<file path="src/rtl/mcp_formulation_fifo_l_pkg.sv">
// Shared types for the launch-side MCP crossing.
// FSM encoding and the bit that marks the BUSY state.
package mcp_pkg;

  typedef enum logic [0:0] {
    FSM_IDLE,
    FSM_BUSY
  } mcp_l_fsm_t;

  localparam int B_FSM_BUSY = 0;

endpackage

</file>
<file path="src/rtl/mcp_formulation_fifo_l_if.sv">
// Producer handshake into the launch FIFO.
// The master drives valid/data, the slave returns ready.
interface mcp_formulation_fifo_l_if #(
  parameter int W = 32
);

  logic         l_in_valid;
  logic [W-1:0] l_in_data;
  logic         l_in_ready;

  modport master (
    output l_in_valid,
    output l_in_data,
    input  l_in_ready
  );

  modport slave (
    input  l_in_valid,
    input  l_in_data,
    output l_in_ready
  );

endinterface

</file>
<file path="src/rtl/mcp_formulation_fifo_l_sync_ff_n.sv">
// N-stage flop chain bringing an async level into clk.
// Resets low so an idle toggle reads as 0.
module sync_ff_n #(
  parameter int N = 2
) (
  input  logic clk,
  input  logic rst_n,
  input  logic d,
  output logic q
);

  logic [N-1:0] sr;

  // shift the async input through N flops
  always_ff @(posedge clk or negedge rst_n) begin
    if (!rst_n) sr <= '0;
    else        sr <= {sr[N-2:0], d};
  end

  assign q = sr[N-1];

endmodule

</file>
<file path="src/rtl/mcp_formulation_fifo_l.sv">
// Launch half of an MCP crossing: FIFO plus toggle req/ack.
// Data on sync_l_out_r is held until the ack catches up.
module mcp_formulation_fifo_l
  import mcp_pkg::*;
#(
  parameter int W      = 32,
  parameter int D      = 4,
  parameter int SYNC_N = 2
) (
  input  logic                l_clk,
  input  logic                l_rst_n,
  mcp_formulation_fifo_l_if.slave in_if,
  output logic [$clog2(D):0]  l_level_r,
  output logic                l_busy_r,
  output logic                l_err_r,
  input  logic                sync_c_ack_tgl_r,
  output logic [W-1:0]        sync_l_out_r,
  output logic                sync_l_req_tgl_r
);

  localparam int AW = $clog2(D);
  localparam logic [AW:0] ONE = {{AW{1'b0}}, 1'b1};

  logic [W-1:0] mem [D];
  logic [AW:0]  wr_ptr;
  logic [AW:0]  rd_ptr;
  mcp_l_fsm_t   state;
  mcp_l_fsm_t   state_nx;
  logic         ack_s;
  logic         done;
  logic         empty;
  logic         full;
  logic         push;
  logic         pop;

  sync_ff_n #(.N(SYNC_N)) u_ack_sync (
    .clk   (l_clk),
    .rst_n (l_rst_n),
    .d     (sync_c_ack_tgl_r),
    .q     (ack_s)
  );

  assign full  = (wr_ptr[AW] != rd_ptr[AW])
              && (wr_ptr[AW-1:0] == rd_ptr[AW-1:0]);
  assign empty = (wr_ptr == rd_ptr);
  assign done  = (ack_s == sync_l_req_tgl_r);

  assign in_if.l_in_ready = !full;
  assign push = in_if.l_in_valid && !full;
  assign l_busy_r = state[B_FSM_BUSY];

  // launch decision: pop head when idle or when previous word done
  always_comb begin
    state_nx = state;
    pop      = 1'b0;
    unique case (state)
      FSM_IDLE: begin
        if (!empty) begin
          pop      = 1'b1;
          state_nx = FSM_BUSY;
        end
      end
      FSM_BUSY: begin
        if (done) begin
          if (!empty) pop = 1'b1;
          else        state_nx = FSM_IDLE;
        end
      end
      default: state_nx = FSM_IDLE;
    endcase
  end

  // FSM state register
  always_ff @(posedge l_clk or negedge l_rst_n) begin
    if (!l_rst_n) state <= FSM_IDLE;
    else          state <= state_nx;
  end

  // storage is not reset; pointers alone define what is valid
  always_ff @(posedge l_clk) begin
    if (push) mem[wr_ptr[AW-1:0]] <= in_if.l_in_data;
  end

  // pointers and occupancy
  always_ff @(posedge l_clk or negedge l_rst_n) begin
    if (!l_rst_n) begin
      wr_ptr    <= '0;
      rd_ptr    <= '0;
      l_level_r <= '0;
    end else begin
      if (push) wr_ptr <= wr_ptr + ONE;
      if (pop)  rd_ptr <= rd_ptr + ONE;
      case ({push, pop})
        2'b10:   l_level_r <= l_level_r + ONE;
        2'b01:   l_level_r <= l_level_r - ONE;
        default: l_level_r <= l_level_r;
      endcase
    end
  end

  // crossing data and req toggle move together on each launch
  always_ff @(posedge l_clk or negedge l_rst_n) begin
    if (!l_rst_n) begin
      sync_l_out_r     <= '0;
      sync_l_req_tgl_r <= 1'b0;
    end else if (pop) begin
      sync_l_out_r     <= mem[rd_ptr[AW-1:0]];
      sync_l_req_tgl_r <= ~sync_l_req_tgl_r;
    end
  end

  // sticky flag for an ack toggle seen with nothing in flight
  always_ff @(posedge l_clk or negedge l_rst_n) begin
    if (!l_rst_n) begin
      l_err_r <= 1'b0;
    end else if (state == FSM_IDLE && ack_s != sync_l_req_tgl_r) begin
      l_err_r <= 1'b1;
    end
  end

endmodule

</file>
<file path="src/flat_wrapper.sv">
// flat-port wrapper written by rule: the top's interface ports become plain ports
module mcp_formulation_fifo_l_flat import mcp_pkg::*;
#(
  parameter int W      = 32,
  parameter int D      = 4,
  parameter int SYNC_N = 2
)
  (l_clk, l_rst_n, l_level_r, l_busy_r, l_err_r, sync_c_ack_tgl_r, sync_l_out_r, sync_l_req_tgl_r, in_if_l_in_valid, in_if_l_in_data, in_if_l_in_ready);
  mcp_formulation_fifo_l_if #(.W(W)) in_if_i ();
  input  logic l_clk;
  input  logic l_rst_n;
  output logic [$clog2(D):0] l_level_r;
  output logic l_busy_r;
  output logic l_err_r;
  input  logic sync_c_ack_tgl_r;
  output logic [W-1:0] sync_l_out_r;
  output logic sync_l_req_tgl_r;
  input wire logic [$bits(in_if_i.l_in_valid)-1:0] in_if_l_in_valid;
  input wire logic [$bits(in_if_i.l_in_data)-1:0] in_if_l_in_data;
  output wire logic [$bits(in_if_i.l_in_ready)-1:0] in_if_l_in_ready;
  assign in_if_i.l_in_valid = in_if_l_in_valid;
  assign in_if_i.l_in_data = in_if_l_in_data;
  assign in_if_l_in_ready = in_if_i.l_in_ready;
  mcp_formulation_fifo_l #(.W(W), .D(D), .SYNC_N(SYNC_N)) u_core (.l_clk(l_clk), .l_rst_n(l_rst_n), .in_if(in_if_i), .l_level_r(l_level_r), .l_busy_r(l_busy_r), .l_err_r(l_err_r), .sync_c_ack_tgl_r(sync_c_ack_tgl_r), .sync_l_out_r(sync_l_out_r), .sync_l_req_tgl_r(sync_l_req_tgl_r));
endmodule
</file>
<file path="config.mk">
export PLATFORM = sky130hd
export DESIGN_NAME = mcp_formulation_fifo_l_flat
export DESIGN_NICKNAME = d
export VERILOG_FILES = /design/src/rtl/mcp_formulation_fifo_l_pkg.sv /design/src/rtl/mcp_formulation_fifo_l_if.sv /design/src/rtl/mcp_formulation_fifo_l_sync_ff_n.sv /design/src/rtl/mcp_formulation_fifo_l.sv /design/src/flat_wrapper.sv
export SDC_FILE = /design/constraint.sdc
export NUM_CORES = 1
export LEC_CHECK = 0
export ABC_AREA = 1
export CAP_MARGIN = 15
export CORE_MARGIN = 4
export CORE_UTILIZATION = 52
export DETAILED_ROUTE_END_ITERATION = 12
export HOLD_SLACK_MARGIN = 0.05
export PLACE_DENSITY = 0.74
export SYNTH_ARGS = -nofsm -noshare
export SYNTH_HDL_FRONTEND = slang
export SYNTH_SLANG_ARGS = --single-unit
</file>
<file path="constraint.sdc">
create_clock -name l_clk -period 4.65 [get_ports l_clk]
set_input_delay 0.6975 -clock l_clk [delete_from_list [all_inputs] [get_ports l_clk]]
set_output_delay 0.6975 -clock l_clk [all_outputs]
set_load 0.05 [all_outputs]
</file>
==> impl_metrics.toml, run 1 <==
[logic_synthesis]
synth_fp_nets = 766
syn_area_sq_um = 7380
synth_top_area_frac = 0.521
ys_seq_elements = 174
yosysUniqueCellTypes = 24
synthTopCellsByArea = "edfxtp_1 (52%), dfrtp_1 (16%), nand2_1 (13%)"
netlist_instances = 723
synth.avg_cell_area_sq_um = 10.2
ys_warn_count = 0
synth_top_area_cell = "edfxtp_1"
yosysSeqAreaShare = 0.676

[sta]
final.setup.worst_slack_ns = 1.35
clock.fmax_mhz = 303
rsz0062_at_grt = "false"
final.setup.tns_ns = 0
holdWs_ns = 0.239
period_share = 0.710
clock-skew-final_ns = 0.0105
finalHoldViolations = 0
slew_headroom = 0.241
worstMarginPinSlew_ns = 1.14
slew_viol_final = 0
setup_viol = 0
final.min_clock_period_ns = 3.30

[layout]
syn_to_final_growth_pct = 20.1
fin_nets = 831
antenna_cells = 0
drive_gt1_frac = 0.0599
fillerInstances = 1076

[critical_path]
crit_buf_inv = 2
critPathMaxStageDelay_ns = 0.84
path_class = "flop to primary output"
cp_slowest_cell = "clkdlybuf4s50_1"
crit_chain = "clkinv_2, nand2_1, nand2_2, nand3_1, clkdlybuf4s50_1"
critPathRequiredTime_ns = 3.95
critPathMaxFanout = 33
arrival_ns = 2.60
cp-start-kind = "flop"
crit_path_end_kind = "primary output"
cpLargestDelayFamily = "buffers and inverters"

[pwr]
power_leakage_nw = 4.09
irDropWorstVdd_mv = 0.343
power_mw = 6.69
power.density_nw_per_um2 = 754

[clock_network]
cts_tree = "yes"
cts.repair.resized = 0
path_clk_slew_ns = 0.06
clock-sinks = 174
htree_levels = 4
post_cts_buffers = 0
cts_root_buffer = "clkbuf_16"
cts_buffers = 17
postCtsHoldBufs = 0
clk_latency_ns = 0.43
ctsLongestPathBuffers = 2

[job]
drv_cap = 0

[routing]
ant_nets = 0
wl_per_cell_um = 15.1
vias_per_cell = 4.99
vias = 4893
drcViolationCount = 0
drtIter0Drc = 423
dr.pass1.iters = 5
wirelength_um = 14800

[floorplan]
die_h_um = 127
initial_core_util = 0.532
core_area_sq_um = 13900
fp-row-count = 43
die_w_um = 127
dieArea_sq_um = 16200
io_pins = 75

[global_routing]
grt.overflow.total = 0
grtUsageTotal = 0.192
first_global_vias = 4933
grt_first_pass_wirelength_um = 24100
grt_max_degree = 68
antenna_found_initial = 0

[placed_design]
place_ws_ns = 1.50
place_congestion = 0.748
dp_hpwl_um = 8700
port_buffers = 74

[min_path]
worstHoldPathType = "input pin to asynchronous set/reset pin"

[status]
outcome = "completed"
[through the flow]
step / util / cells / instance area [sq um]
3_3_place_gp: 0.593 / 948 / 8230
2_1_floorplan: - / 723 / 7380
5_1_grt: 0.639 / 981 / 8870
4_1_cts: 0.637 / 980 / 8850
6_report: 0.639 / 981 / 8870
3_5_place_dp: 0.593 / 948 / 8230
[cell usage in the layout (no fill, tap or decap), drive strengths merged]
| master | netlist | final |
|---|---|---|
| edfxtp | 128 | 128 |
| clkbuf | 8 | 17 |
| ha | 6 | 6 |
| nor2 | 4 | 4 |
| o21ai | 1 | 1 |
| a21o | 1 | 1 |
| xnor2 | 3 | 3 |
| nand2 | 250 | 250 |
| fa | 1 | 1 |
| dfrtp | 46 | 46 |
| mux2 | 1 | 1 |
| nand4 | 1 | 1 |
| xor2 | 3 | 3 |
| buf | 23 | 4 |
| clkdlybuf4s50 | 0 | 73 |
| a21oi | 1 | 1 |
| nand3 | 105 | 105 |
| clkinvlp | 0 | 2 |
| inv | 140 | 142 |
| bufinv | 0 | 4 |
| clkinv | 1 | 8 |
[worst reg2reg max path, cell delays in order, from the launching register on]
cell	delay [ns]
dfrtp_1	0.39
clkinv_2	0.39
nand2_1	0.13
nand2_2	0.13
nand3_4	0.39
nand2_4	0.52
inv_1	0.10
ha_1	0.24
fa_1	0.40
a21oi_1	0.14
o21ai_0	0.12
xnor2_1	0.13
[where the power goes]
group          switching (mW)  internal [mW]
combinational            2.01          0.873
clock                   0.577          0.896
sequential              0.185           2.15
[area by class of cell]
cell class / count / area (sq um) / share of cell area
multi-input cells: 377 / 1730 / 0.195
repair buffers: 77 / 771 / 0.0869
well taps: 180 / 225 / 0.0254
clock inverters: 15 / 193 / 0.0217
clock buffers: 17 / 425 / 0.0480
flip-flops and latches: 174 / 5000 / 0.563
inverters: 141 / 531 / 0.0598
[cell families (layout without fill, tap and decap cells)]
group,after synthesis,in the layout,share of synthesized area
and+or+nand+nor,360,360,0.205
DFF,174,174,0.676
buffers and inverters,172,250,0.0941
adders and majority gates,7,7,0.0129
xor gates and xnor gates,6,6,0.00814
AOI/OAI and AO/OA,3,3,0.00237
muxes,1,1,0.00153
[state kept, by name (all words and copies together), names as in the netlist]
signal                   flops
u_core.sync_l_req_tgl_r      1
u_core.l_err_r               1
u_core.l_level_r             3
u_core.sync_l_out_r         32
u_core.rd_ptr                3
u_core.l_busy_r              1
u_core.u_ack_sync.sr         2
u_core.mem                 128
u_core.wr_ptr                3
[worst paths after layout]
| path | start | to | slack (ns) | cells after the start |
|---|---|---|---|---|
| worst min register to register | u_core.u_ack_sync.sr[0]$_DFF_PN0_ | u_core.u_ack_sync.sr[1]$_DFF_PN0_ | 0.37 | 0 |
| worst max register to register | u_core.rd_ptr[1]$_DFFE_PN0N_ | u_core.l_level_r[2]$_DFFE_PN0P_ | 1.47 | 11 |
| max in group asynchronous | l_rst_n | u_core.rd_ptr[0]$_DFFE_PN0N_ | 3.89 | 2 |
| worst min-delay path | l_rst_n | u_core.sync_l_out_r[31]$_DFFE_PN0N_ | 0.24 | 1 |
| min in group l_clk | u_core.u_ack_sync.sr[0]$_DFF_PN0_ | u_core.u_ack_sync.sr[1]$_DFF_PN0_ | 0.37 | 0 |
| worst max-delay path | u_core.rd_ptr[1]$_DFFE_PN0N_ | in_if_l_in_ready | 1.35 | 5 |
[metal layers]
metal / vias to the layer above / track usage / routed length [um]
met4: 0 / 0.0845 / 289
met3: 23 / 0.0347 / 581
met1: 2365 / 0.229 / 5910
met2: 117 / 0.343 / 8050
met5: - / 0 / 0
li1: 2388 / - / -
[cells in the mapped netlist (all sizes together)]
master  count
dfrtp      46
ha          6
clkbuf      8
fa          1
xor2        3
xnor2       3
mux2        1
clkinv      1
nand4       1
nand2     250
nand3     105
o21ai       1
buf        23
inv       140
nor2        4
a21o        1
a21oi       1
edfxtp    128
Power figures use the tool's default switching activity.
==> inputs of run 2 (changes only) <==
==> constraint.sdc (replaced) <==
create_clock -name l_clk -period 3.4 [get_ports l_clk]
set_input_delay 0.51 -clock l_clk [delete_from_list [all_inputs] [get_ports l_clk]]
set_output_delay 0.51 -clock l_clk [all_outputs]
set_load 0.05 [all_outputs]
==> run 2 against run 1 <==
Clock-buffer cell count rose by 8. Total power rose by 36%. Register-to-register slack got worse by 0.44 ns. Sequential cell count did not move. Critical path type is now flop to flop. Largest power group unchanged. Highest routed layer unchanged.
==> impl_metrics.toml, run 2 (synthesis gave the netlist of run 1 again) <==
[clock_network]
htree_levels = 4
cts.repair.resized = 0
cts_buffers = 17
post_cts_buffers = 0
cts_root_buffer = "clkbuf_16"
clock-sinks = 174
path_clk_slew_ns = 0.06
ctsLongestPathBuffers = 2
postCtsHoldBufs = 0
clk_latency_ns = 0.42
cts_tree = "yes"

[floorplan]
initial_core_util = 0.532
io_pins = 75
dieArea_sq_um = 16200
core_area_sq_um = 13900
die_h_um = 127
die_w_um = 127
fp-row-count = 43

[layout]
largest_register_ffs = 128
seqCellArea_sq_um = 5000
fin_nets = 838
mostFrequentLayoutCell = "nand2_1"
multi_input_area_sq_um = 1730
utilization = 0.644
final_cell_mix = "nand2_1 (246), inv_1 (139), edfxtp_1 (128), nand3_1 (104), clkdlybuf4s50_1 (72)"
drive_gt1_frac = 0.0656
antenna_cells = 0
syn_to_final_growth_pct = 21.0
fillerInstances = 1059

[routing]
drtIter0Drc = 341
dr.pass1.iters = 5
wl_per_cell_um = 14.9
ant_nets = 0
vias_per_cell = 4.95
wirelength_um = 14700
drcViolationCount = 0
vias = 4891

[status]
outcome = "completed"

[global_routing]
grt.overflow.total = 0
grtUsageTotal = 0.189
first_global_vias = 4868
gr-usage-met1 = 0.221
antenna_found_initial = 0
grt_first_pass_wirelength_um = 23600
grt_max_degree = 68
use_met3 = 0.0452
grt.busiest_layer = "met2"
grt_util_met2 = 0.335

[placed_design]
place_congestion = 0.769
dp_hpwl_um = 8690
port_buffers = 74

[critical_path]
arrival_ns = 2.67
crit_path_end_kind = "flop"
critPathMaxFanout = 37
critPathMaxStageDelay_ns = 0.44
cpLargestDelayFamily = "adder cells"
rrSetupSlack_ns = 1.03
cp_slowest_cell = "dfrtp_1"
critPathRequiredTime_ns = 3.70
crit_chain = "xnor2_2, nand3_4, nand2_4, inv_1, ha_1, fa_1, a21oi_1, o21ai_0, xnor2_1"
cp-start-kind = "flop"
path_class = "flop to flop"
crit_buf_inv = 1

[sta]
worstMarginPinSlew_ns = 1.10
clock-skew-final_ns = 0.0105
slew_viol_final = 0
clock.fmax_mhz = 422
rsz0062_at_grt = "false"
finalHoldViolations = 0
final.min_clock_period_ns = 2.37
slew_headroom = 0.268
setup_viol = 0
period_share = 0.697
final.setup.tns_ns = 0

[min_path]
worstHoldPathType = "input pin to asynchronous set/reset pin"

[pwr]
power.density_nw_per_um2 = 1020
irDropWorstVdd_mv = 0.623
power_leakage_nw = 4.13

[job]
drv_cap = 0
-- run 2: cell types whose count changed in the layout (fill, tap and decap cells not counted), moves of 3 or more --
cell,delta
buf_4,+3
clkbuf_1,+5
buf_12,+5
clkbuf_8,+3
-- run 2: worst reg2reg max path, delay by kind of cell (launching register included) --
family | cells | cell delay [ns]
AO/OA/AOI/OAI | 2 | 0.23
AND/OR/NAND/NOR | 2 | 0.46
buffers and inverters | 1 | 0.11
XOR/XNOR | 2 | 0.38
adder cells (fa/ha/maj) | 2 | 0.64
flip-flops | 1 | 0.44
-- run 2: stage by stage --
step | total power [mW] | hold WS, ns | worst slack (ns) | cells | area (sq um)
global route | 9.68 | 0.114 | 0.827 | 988 | 8940
global placement | 7.17 | 0.345 | 0.941 | 955 | 8340
floorplan | 6.09 | 0.214 | 0.200 | 723 | 7380
finish | 9.11 | 0.0904 | 1.03 | 988 | 8940
detailed placement | 7.29 | 0.340 | 0.949 | 955 | 8340
CTS | 9.18 | 0.339 | 1.02 | 987 | 8920
-- run 2: layout make-up --
| cell class | count | share of cell area |
|---|---|---|
| Tap cell | 180 | 0.0252 |
| Multi-Input combinational cell | 377 | 0.193 |
| Inverter | 141 | 0.0594 |
| Clock buffer | 25 | 0.0543 |
| Sequential cell | 174 | 0.559 |
| Timing Repair Buffer | 84 | 0.0989 |
| Clock inverter | 7 | 0.00994 |
-- run 2: path summary, 6_finish.rpt --
| check | cells after the start | start | to |
|---|---|---|---|
| setup reg to reg | 9 | u_core.wr_ptr[0]$_DFFE_PN0P_ | u_core.l_level_r[2]$_DFFE_PN0P_ |
| setup / recovery | 9 | u_core.wr_ptr[0]$_DFFE_PN0P_ | u_core.l_level_r[2]$_DFFE_PN0P_ |
| hold reg to reg | 0 | u_core.u_ack_sync.sr[0]$_DFF_PN0_ | u_core.u_ack_sync.sr[1]$_DFF_PN0_ |
| hold / removal | 1 | l_rst_n | u_core.l_err_r$_DFFE_PN0P_ |
| min in group l_clk | 0 | u_core.u_ack_sync.sr[0]$_DFF_PN0_ | u_core.u_ack_sync.sr[1]$_DFF_PN0_ |
| max in group asynchronous | 2 | l_rst_n | u_core.rd_ptr[0]$_DFFE_PN0N_ |
-- run 2: power by group --
part | switching (mW) | internal, mW | total (mW)
sequential | 0.245 | 2.93 | 3.18
clock | 0.738 | 1.14 | 1.88
combinational | 2.77 | 1.28 | 4.05
total | 3.75 | 5.35 | 9.11
-- run 2: per-layer routing --
| layer | wire length (um) | up-vias |
|---|---|---|
| li1 | - | 2410 |
| met1 | 6090 | 2348 |
| met2 | 7780 | 115 |
| met3 | 576 | 18 |
| met4 | 230 | 0 |
| met5 | 0 | - |
